==> config.mk <==
export PLATFORM = sky130hd
export DESIGN_NAME = glitch_pulse_seq
export DESIGN_NICKNAME = d
export VERILOG_FILES = /design/src/rtl/glitch_pulse_seq.sv
export SDC_FILE = /design/constraint.sdc
export NUM_CORES = 1
export LEC_CHECK = 0
export BUFFER_PORTS_ARGS = -buffer_cell sky130_fd_sc_hd__buf_4
export CORE_MARGIN = 4
export CORE_UTILIZATION = 30
export DETAILED_ROUTE_END_ITERATION = 7
export RECOVER_POWER = 25
export SETUP_SLACK_MARGIN = 0.05
export SLEW_MARGIN = 40
export SYNTH_ARGS = -nofsm -noshare
export SYNTH_HDL_FRONTEND = slang
export SYNTH_SLANG_ARGS = --single-unit
==> constraint.sdc <==
create_clock -name clk -period 6 [get_ports clk]
set_input_delay 0 -clock clk [delete_from_list [all_inputs] [get_ports clk]]
set_output_delay 0 -clock clk [all_outputs]
set_load 0.005 [all_outputs]
==> src/rtl/glitch_pulse_seq.sv <==
// glitch_pulse_seq: armed trigger-to-glitch sequencer emitting a delayed train of pulses
module glitch_pulse_seq #(
  parameter int DELAY_W     = 32,
  parameter int WIDTH_W     = 16,
  parameter int COUNT_W     = 8,
  parameter int SYNC_STAGES = 2
) (
  input  logic               clk,
  input  logic               rst_n,
  input  logic [DELAY_W-1:0] cfg_delay_i,
  input  logic [WIDTH_W-1:0] cfg_width_i,
  input  logic [WIDTH_W-1:0] cfg_gap_i,
  input  logic [COUNT_W-1:0] cfg_count_i,
  input  logic [1:0]         cfg_mode_i,
  input  logic               arm_i,
  input  logic               disarm_i,
  input  logic               trigger_i,
  output logic               pulse_o,
  output logic               pulse_en_o,
  output logic               armed_o,
  output logic               busy_o,
  output logic               done_o
);
  typedef enum logic [2:0] {IDLE, ARMED, DELAY, PULSE, GAP} state_t;
  state_t state_q, state_d;
  logic [DELAY_W-1:0] dly_q, dly_d, dcnt_q, dcnt_d;
  logic [WIDTH_W-1:0] wid_q, wid_d, gap_q, gap_d, wcnt_q, wcnt_d;
  logic [COUNT_W-1:0] cnt_q, cnt_d, pcnt_q, pcnt_d;
  logic [1:0] mode_q, mode_d;
  logic [SYNC_STAGES-1:0] sync_q, sync_d;
  logic tp_q, tp_d, pulse_q, pulse_d, done_q, done_d;
  logic ts, trig;
  assign ts = sync_q[SYNC_STAGES-1];
  assign trig = mode_q[1] ? (ts ^ mode_q[0]) : (mode_q[0] ? (~ts & tp_q) : (ts & ~tp_q));
  assign pulse_o = pulse_q;
  assign done_o = done_q;
  assign armed_o = state_q == ARMED;
  assign busy_o = (state_q == DELAY) | (state_q == PULSE) | (state_q == GAP);
  assign pulse_en_o = armed_o | busy_o;
  always_comb begin
    state_d = state_q;
    dly_d = dly_q;
    wid_d = wid_q;
    gap_d = gap_q;
    cnt_d = cnt_q;
    mode_d = mode_q;
    dcnt_d = dcnt_q;
    wcnt_d = wcnt_q;
    pcnt_d = pcnt_q;
    sync_d = {sync_q[SYNC_STAGES-2:0], trigger_i};
    tp_d = ts;
    done_d = 1'b0;
    if (disarm_i) state_d = IDLE;
    else case (state_q)
      IDLE: if (arm_i) begin
        state_d = ARMED;
        dly_d = cfg_delay_i;
        wid_d = cfg_width_i == '0 ? '0 : cfg_width_i - 1'b1;
        gap_d = cfg_gap_i == '0 ? '0 : cfg_gap_i - 1'b1;
        cnt_d = cfg_count_i == '0 ? '0 : cfg_count_i - 1'b1;
        mode_d = cfg_mode_i;
      end
      ARMED: if (trig) begin
        state_d = dly_q == '0 ? PULSE : DELAY;
        dcnt_d = dly_q - 1'b1;
        wcnt_d = wid_q;
        pcnt_d = cnt_q;
      end
      DELAY: if (dcnt_q == '0) begin
        state_d = PULSE;
        wcnt_d = wid_q;
      end else dcnt_d = dcnt_q - 1'b1;
      PULSE: if (wcnt_q != '0) wcnt_d = wcnt_q - 1'b1;
      else if (pcnt_q == '0) begin
        state_d = IDLE;
        done_d = 1'b1;
      end else begin
        state_d = GAP;
        wcnt_d = gap_q;
        pcnt_d = pcnt_q - 1'b1;
      end
      GAP: if (wcnt_q == '0) begin
        state_d = PULSE;
        wcnt_d = wid_q;
      end else wcnt_d = wcnt_q - 1'b1;
      default: state_d = IDLE;
    endcase
    pulse_d = state_d == PULSE;
  end
  always_ff @(posedge clk) begin
    if (!rst_n) begin
      state_q <= IDLE;
      dly_q <= '0;
      wid_q <= '0;
      gap_q <= '0;
      cnt_q <= '0;
      mode_q <= '0;
      dcnt_q <= '0;
      wcnt_q <= '0;
      pcnt_q <= '0;
      sync_q <= '0;
      tp_q <= 1'b0;
      pulse_q <= 1'b0;
      done_q <= 1'b0;
    end else begin
      state_q <= state_d;
      dly_q <= dly_d;
      wid_q <= wid_d;
      gap_q <= gap_d;
      cnt_q <= cnt_d;
      mode_q <= mode_d;
      dcnt_q <= dcnt_d;
      wcnt_q <= wcnt_d;
      pcnt_q <= pcnt_d;
      sync_q <= sync_d;
      tp_q <= tp_d;
      pulse_q <= pulse_d;
      done_q <= done_d;
    end
  end
endmodule
* Yosys cells after proc, flatten, opt, wreduce, memory -nomap -nowiden
Cells that the tools add are included.
** Operators by class
- Add/sub/neg operators :: 7
- Eq/ne operators :: 11
- Mux-type cells :: 28
- Bitwise operators :: 11
- Reductions and logical operators :: 17
** Operator list (number)
- 16-bit 2-to-1 mux :: 7
- 32-bit zero test :: 2
- 32-bit 2-to-1 mux :: 2
- 16-bit one-hot mux with 4 select lines :: 1
- 32-bit one-hot mux with 2 select lines :: 1
- 32-bit by 1-bit subtractor with 32-bit output (second input constant) :: 2
- 16-bit zero test :: 3
- 16-bit by 1-bit subtractor with 16-bit output (second input constant) :: 3
- 8-bit 2-to-1 mux :: 4
- 3-bit 2-to-1 mux :: 7
- 8-bit zero test :: 2
- 8-bit one-hot mux with 2 select lines :: 1
- 16-bit nonzero test :: 1
- 8-bit by 1-bit subtractor with 8-bit output (second input constant) :: 2
- 3-bit one-hot mux with 5 select lines :: 1
- 5-bit AND reduction :: 2
- 3-bit by 2-bit == test with 1-bit output (second input constant) :: 3
- 2-bit != test (second input constant) :: 3
- 1-bit inverter :: 5
- 1-bit 2-to-1 mux :: 4
- 2-bit by 1-bit != test with 1-bit output (second input constant) :: 2
- 4-bit AND reduction :: 1
- 2-bit nonzero test :: 2
- 4-bit nonzero test :: 1
- 9 further kinds :: 12
** Word-level totals
- Bits in registers :: 138
- Input port bits :: 79

* Logic depth before layout (Yosys ltp)
Gate-level depths: netlist of run 1.
- Depth after elaboration :: 8
- Depth in mapped cells :: 15
- Gate-level depth less buffers :: 10

* Worst setup path after synthesis of run 1
OpenSTA, ideal clock, no wires.
- Path kind :: register -> register
- Start point :: register state_q[0]
- End point :: register dcnt_q[18]
- Data arrival time :: 3934 ps
- Required time :: 5924 ps
- Path slack :: 1990 ps
- Cell stages (with the launch flop) :: 16
- Path buffers :: 5
- Period minus slack after synthesis :: 4010 ps
- Cell sequence :: dfxtp_1 or3b_2 clkbuf_1 clkbuf_1 clkbuf_1 clkbuf_1 buf_1 mux2i_1 ha_1 nor2b_1 nand4_1 a221oi_2 and2b_1 o21ai_0 mux2_2 o22ai_1
** On the way
- Cells in the longest elaborated chain, start to end :: 3
- Elaborated cells between the ends (all ways) :: 7
** Ends and longest elaborated chain
- from (decl) :: line 25 : state_t state_q, state_d;
- from (signal assigned) :: line 106 : state_q <= state_d;
- 3-bit by 2-bit == test with 1-bit output / 3-bit by 1-bit == test with 1-bit output (equally long branches) :: line 54 : else case (state_q)
- 2-bit != test (no source line) (tied with other cells)
- 4-bit AND reduction (no source line)
- to (signal assigned) :: line 112 : dcnt_q <= dcnt_d;
- to (decl) :: line 26 : logic [DELAY_W-1:0] dly_q, dly_d, dcnt_q, dcnt_d;
Parallel ways exist; a longest one is shown, timed or not.
A chain may end at the register's enable or synchronous reset.

* Worst setup path after layout of run 1
- Start point :: register state_q[1]
- End point :: register dcnt_q[24]
Same word-level chain as after synthesis.

==> metrics.md, run 1 <==
| Metric | Value |
|---|---|
| WS Path Type | `register to register` |
| CTS Hold Bufs | `74` |
| Post-Route Hold Slack | `12.59 ps` |
| Failing checks | `capacitance limit, slew limit` |
| Share of cells above drive strength 1 | `11.90%` |
| Layout Nets | `1276` |
| Die ar. | `approximately 29000 sq um` |
| Synth area leaders | `dfxtp_1 35%, nand2_1 7.9%, a21oi_1 7.1%` |
| Register area share after synthesis | `34.79%` |
| Simple-Gate Fraction of Synth Area | `between 20% and 30%` |
| Max IR drop VDD | `195.1 uV` |
| Static Leak | `3.830 nW` |
| Fill count | `2623` |
| Cells after Synth | `around 1100` |
| H-tree Lvls | `4` |
| Pwr/cell area | `254.1 nW/um^2` |
| Min Tclk post-route | `a little under 4000 ps` |
| Hold Crit Class | `primary input to register` |
| RSZ-0062 raised after global routing | `false` |
| Crit. End Element | `register` |
| Vias/cell | `5.355` |
| Placeable Area | `roughly 26000 sq um` |
| Peak fanout along the critical path | `21` |
| Initial Utilization | `30.47%` |
| Avg Cell Area, Syn | `around 7.4 sq um` |
| Max incr delay on CP | `720 ps` |
| DIE HEIGHT | `about 170 um` |
| Die W | `170.7 um` |
| PortBufs | `83` |
| Boundary Pins | `84` |
| Clk_lat worst skew | `440 ps` |
| Actual slew at the worst max-slew pin | `about 1500 ps` |
| Adder-cell share of the synthesized area | `1.260%` |
| Netlist cell types | `67` |
| Setup TNS | `0 ps` |
| Setup Skew | `12.95 ps` |
| Initial antenna violation count | `0` |
| Buf+Inv Stages, Crit Path | `0` |
| Residual DRC count | `0` |
| Post-synth EDFFs | `0` |
| Final global-route overflow total | `0` |
| Post-layout util | `39.00%` |
| Final wirelength | `24020 um` |
| HPWL after detailed placement | `16050 um` |
| Post-synthesis compound-gate area fraction | `approximately a quarter` |
| Post-Syn Area | `7941 sq um` |
| Antenna Nets Post-Route | `0` |
| Avg WL per Cell | `15.63 um` |
| Crit-path cells | `or3b_2 > mux2i_1 > ha_1 > nor2b_1 > nand4_1 > a221oi_2 > nand3_1 > a211oi_1 > o211ai_1 > o32ai_1` |
| Final Max Tran Viols | `33` |
| Area Overhead vs Synth | `27.98%` |
| Final setup fails | `0` |
| Critical Path RT | `~6300 ps` |
| Drt first-iter violations | `about 600` |
| Slowest cell on crit path | `dfxtp_1` |
| Rows | `59` |
| Top-area cell type share of the netlist area | `a little over a third` |
| Outcome | `finished, violations left` |
| Tot GR Track Use | `16.55%` |
| Post-synth top cells | `167 x nand2_1, 138 x dfxtp_1, 133 x nor2_1` |
| Inserted Diodes | `0` |
| Mux contribution to synthesized area | `1.906%` |
| Vias in the first global route | `7913` |
| Clk root buf | `clkbuf_16` |
| Global-route wire length before repair | `roughly 40000 um` |
| Largest area contributor in the netlist | `dfxtp_1` |
| Routability Congestion | `0.8652` |
| CTS tree | `done` |
| Clk buf depth | `2` |
| Quantity of gates resized following cts | `0` |
| # clock sinks | `around 140` |
| First-pass DRT Iterations | `4` |
| Clock slew at reported path FFs | `70 ps` |
| Main combinational cell family by area after synthesis | `simple AND/OR/NAND/NOR gates` |
| Synth Warn # | `0` |
| Max-Cap Viols | `2` |
| Ys async rst share | `0%` |
| Synthesis-stage register bit count | `~140` |
| CP top delay family | `simple AND/OR/NAND/NOR gates` |
| Most common flop cell mapped by yosys | `dfxtp_1` |
| Total power | `between 2 and 3 mW` |
| Hold Violations, Final | `0` |
| Syn_nets | `1158` |
| Arrival @ worst endpoint | `4180 ps` |
| Slew Limit Headroom | `-2.196%` |
| Post-CTS setup buffers | `0` |
| CTS buffer count | `17` |
| Top-count cell post-synth | `nand2_1` |
| Critical Path Source Type | `register` |
| Post-Synth XOR/XNOR Area | `under 10%` |
| Detailed-route via count | `~8000` |
| Largest net degree at the start of global routing | `69` |
| Period utilization | `64.09%` |
| Fmax | `0.2600 GHz` |
-- metal layers --
layer,vias to the layer above,share of wire [%],global-route usage (%)
met4,0,2.0,6.007
met5,-,0,0
li1,4128,-,-
met2,205,49,28.68
met1,3861,44,20.55
met3,36,4.8,3.050
-- where the power goes --
group / switching [mW] / internal, mW
combinational: 0.245 / 0.204
clock: 0.483 / 0.638
sequential: 0.0538 / 0.958
-- placed cells by master, fill, tap and decap left out, drive strengths merged, types with 29 or more instances in the layout --
cell type,n
a21oi,112
nand2,167
dfxtp,138
nor4,29
o21ai,37
a22oi,29
dlygate4sd3,74
nor2,133
nor3,43
buf,84
-- flip-flops by register name, indices dropped and copies added (netlist names), 2 cells and up --
signal	flops
wcnt_q	16
dly_q	32
cnt_q	8
pcnt_q	8
state_q	3
mode_q	2
sync_q	2
dcnt_q	32
wid_q	16
gap_q	16
-- stage by stage --
stage	std cells	setup slack (ps)	area [sq um]
final	1537	2155	10160
after global placement	1431	2303	8800
after global routing	1537	1750	10160
after detailed placement	1431	2172	8825
after CTS	1537	2148	10190
after floorplan	1071	1990	7941
-- final timing paths --
path	start	endpoint	slack, ps	cells past startpoint
setup / recovery	state_q[1]	dcnt_q[24]	2150	10
setup reg to reg	state_q[1]	dcnt_q[24]	2150	10
hold / removal	cfg_width_i[6]	wid_q[6]	10	5
hold reg to reg	sync_q[0]	sync_q[1]	450	1
-- layout make-up --
class | count | area, sq um | share of cell area, %
Timing Repair Buffer | 166 | 1413 | 13.90
Inverter | 19 | 76.32 | 0.7510
Tap cell | 335 | 419.2 | 4.124
Multi-Input combinational cell | 847 | 4867 | 47.89
Clock buffer | 17 | 425.4 | 4.186
Sequential cell | 138 | 2763 | 27.18
Clock inverter | 15 | 200.2 | 1.970
-- kinds of logic (layout without fill, tap and decap cells) --
family / Yosys count / in the layout
muxes: 15 / 15
adders and majority gates: 8 / 8
xor gates and xnor gates: 40 / 40
buffers and inverters: 86 / 217
AOI/OAI and AO/OA: 305 / 305
DFF: 138 / 138
and+or+nand+nor: 479 / 479
-- worst reg2reg max path, stage by stage (launching register included) --
cell and delay (ps):
dfxtp_1 720, or3b_2 530, mux2i_1 170, ha_1 270, nor2b_1 260, nand4_1 160, a221oi_2 640, nand3_1 350
a211oi_1 370, o211ai_1 140, o32ai_1 140
(Power assumes the default switching activity.)
==> run 2, diff against run 1 <==
Settings changed: ABC_AREA from default to 1.
Clock period 6 ns to 3.85 ns, I/O delays scaled along.
==> run 2 against run 1 <==
  * The flow now finishes without violations
  * Core utilization down 0.64 points
  * First-iteration DRC count down 20%
  * Combinational power up 97%
  * Synthesized cell count up 29%
  * Flip-flop and latch count unchanged
  * Sequential share of layout area down 1.4 points
  * Largest cell class unchanged
==> metrics.md, run 2 <==
| Metric | Value |
|---|---|
| Arrival @ worst endpoint | `3510 ps` |
| Synth Warn # | `0` |
| Vias/cell | `4.644` |
| CTS tree | `done` |
| Final Max Tran Viols | `0` |
| Largest net degree at the start of global routing | `72` |
| Post-Route Hold Slack | `30.69 ps` |
| Register area | `between 2000 and 3000 sq um` |
| Clk buf depth | `2` |
| Initial antenna violation count | `0` |
| Max IR drop VDD | `292.3 uV` |
| Rows | `61` |
| Vias in the first global route | `8558` |
| Avg WL per Cell | `13.23 um` |
| Peak fanout along the critical path | `27` |
| Actual slew at the worst max-slew pin | `861.8 ps` |
| HPWL after detailed placement | `18380 um` |
| Setup Skew | `12.65 ps` |
| Routability Congestion | `0.9060` |
| Die W | `176.7 um` |
| Most common flop cell mapped by yosys | `dfxtp_1` |
| Initial Utilization | `about 31%` |
| Total power | `3.975 mW` |
| Boundary Pins | `84` |
| Area of the multi-input gates | `4811 sq um` |
| Netlist cell types | `41` |
| Post-synth EDFFs | `0` |
| Critical Path RT | `4170 ps` |
| Global-route wire length before repair | `41990 um` |
| Hold Crit Class | `primary input to register` |
| CTS buffer count | `17` |
| Antenna Nets Post-Route | `0` |
| RSZ-0062 raised after global routing | `false` |
| Min Tclk post-route | `3194 ps` |
| Top-area cell type share of the netlist area | `32.35%` |
| DIE HEIGHT | `176.7 um` |
| Crit. End Element | `register` |
| Layout Nets | `1605` |
| Outcome | `complete, no violations` |
| Setup TNS | `0 ps` |
| Hold Violations, Final | `0` |
| Fmax | `~0.31 GHz` |
| Detailed-route via count | `8866` |
| Synthesis-stage register bit count | `138` |
| PortBufs | `between 80 and 90` |
| Fill count | `3095` |
| Syn_nets | `1472` |
| Critical Path Source Type | `register` |
| Inserted Diodes | `0` |
| Ys async rst share | `0%` |
| Tot GR Track Use | `16.51%` |
| Post-Syn Area | `8541 sq um` |
| Slew Limit Headroom | `42.48%` |
| First-pass DRT Iterations | `5` |
| Cells after Synth | `1385` |
| WS Path Type | `register to register` |
| Largest registers | `dcnt_q (32), dly_q (32)` |
| Pwr/cell area | `370.9 nW/um^2` |
| Commonest non-fill, non-tap cell in the layout | `nand2_1` |
| Max-Cap Viols | `0` |
| Final global-route overflow total | `0` |
| Drt first-iter violations | `slightly below 500` |
| Residual DRC count | `0` |
| Largest area contributor in the netlist | `dfxtp_1` |
| Share of cells above drive strength 1 | `11.30%` |
| Clk root buf | `clkbuf_16` |
| Most frequent cells in the layout | `389 x nand2_1, 182 x inv_1, 160 x nor2_1` |
| Avg Cell Area, Syn | `6.167 sq um` |
| Synth area leaders | `dfxtp_1 32%, nand2_1 17%, inv_1 8.0%` |
| Static Leak | `5.066 nW` |
| Final wirelength | `about 25000 um` |
| Clock slew at reported path FFs | `70 ps` |
| Clk_lat worst skew | `between 400 and 500 ps` |
| Post-synth top cells | `389 x nand2_1, 181 x inv_1, 159 x nor2_1` |
| Period utilization | `between 80% and 90%` |
| Quantity of gates resized following cts | `0` |
| # clock sinks | `138` |
| H-tree Lvls | `4` |
| Placeable Area | `between 20000 and 30000 sq um` |
| Area Overhead vs Synth | `25.48%` |
| Die ar. | `31230 sq um` |
| Top-count cell post-synth | `nand2_1` |
| Register area share after synthesis | `about a third` |
| Final setup fails | `0` |
-- run 2: final cells by class --
| class | instances | share of cell area [%] |
|---|---|---|
| inverter | 189 | 6.643 |
| clock buffer | 20 | 4.262 |
| multi-input combinational | 1008 | 44.89 |
| sequential | 138 | 25.78 |
| clock inverter | 12 | 0.8290 |
| tap | 378 | 4.413 |
| timing repair buffer | 164 | 13.18 |
-- run 2: stage by stage --
step,util (%),worst slack [ps],instances,cell area (sq um)
2_1_floorplan,-,1883,1385,8541
3_3_place_gp,33.75,921.7,1802,9427
3_5_place_dp,33.75,836.3,1802,9429
4_1_cts,38.39,825.9,1909,10730
5_1_grt,38.36,318.9,1909,10720
6_report,38.36,656.2,1909,10720
-- run 2: worst paths after layout --
kind              depth (start not counted)         end  slack (ps)            start
setup reg to reg                         11  wcnt_q[11]         660       state_q[1]
hold reg to reg                           2   sync_q[1]         410        sync_q[0]
hold / removal                            4   wid_q[15]          30  cfg_width_i[15]
setup / recovery                         11  wcnt_q[11]         660       state_q[1]
-- run 2: worst max-delay path: stages, from the launching register on --
cell	delay, ps
dfxtp_1	380
inv_2	100
nor2_4	30
buf_4	220
nand2_1	390
inv_1	440
nor2_2	610
nand2_2	220
nand2_2	450
nand2_1	100
nand2_1	80
nor2_1	50
-- run 2: kinds of logic after synthesis --
group	synth area share, %
AOI/OAI and AO/OA	13.20
buffers and inverters	11.29
adders and majority gates	1.172
and+or+nand+nor	37.68
xor gates and xnor gates	4.307
DFF	32.35
-- run 2: where the power goes --
group          switching, mW  internal, mW
Clock                  0.689         0.863
Sequential            0.0359          1.50
Combinational          0.554         0.332
Total                   1.28          2.70
-- run 2: metal layers --
| metal | track usage (%) | vias to the layer above | wire (um) |
|---|---|---|---|
| met2 | 27.57 | 189 | 11570 |
| met5 | 0 | - | 0 |
| met4 | 5.545 | 0 | 700 |
| li1 | - | 4649 | - |
| met3 | 3.482 | 36 | 1003 |
| met1 | 21.24 | 3992 | 11990 |
-- run 2: repair_timing --
| action | in CTS | in global routing |
|---|---|---|
| hold buffers | 75 | 0 |
| setup buffers | 0 | 0 |
| endpoints found under the hold margin | 76 | 0 |
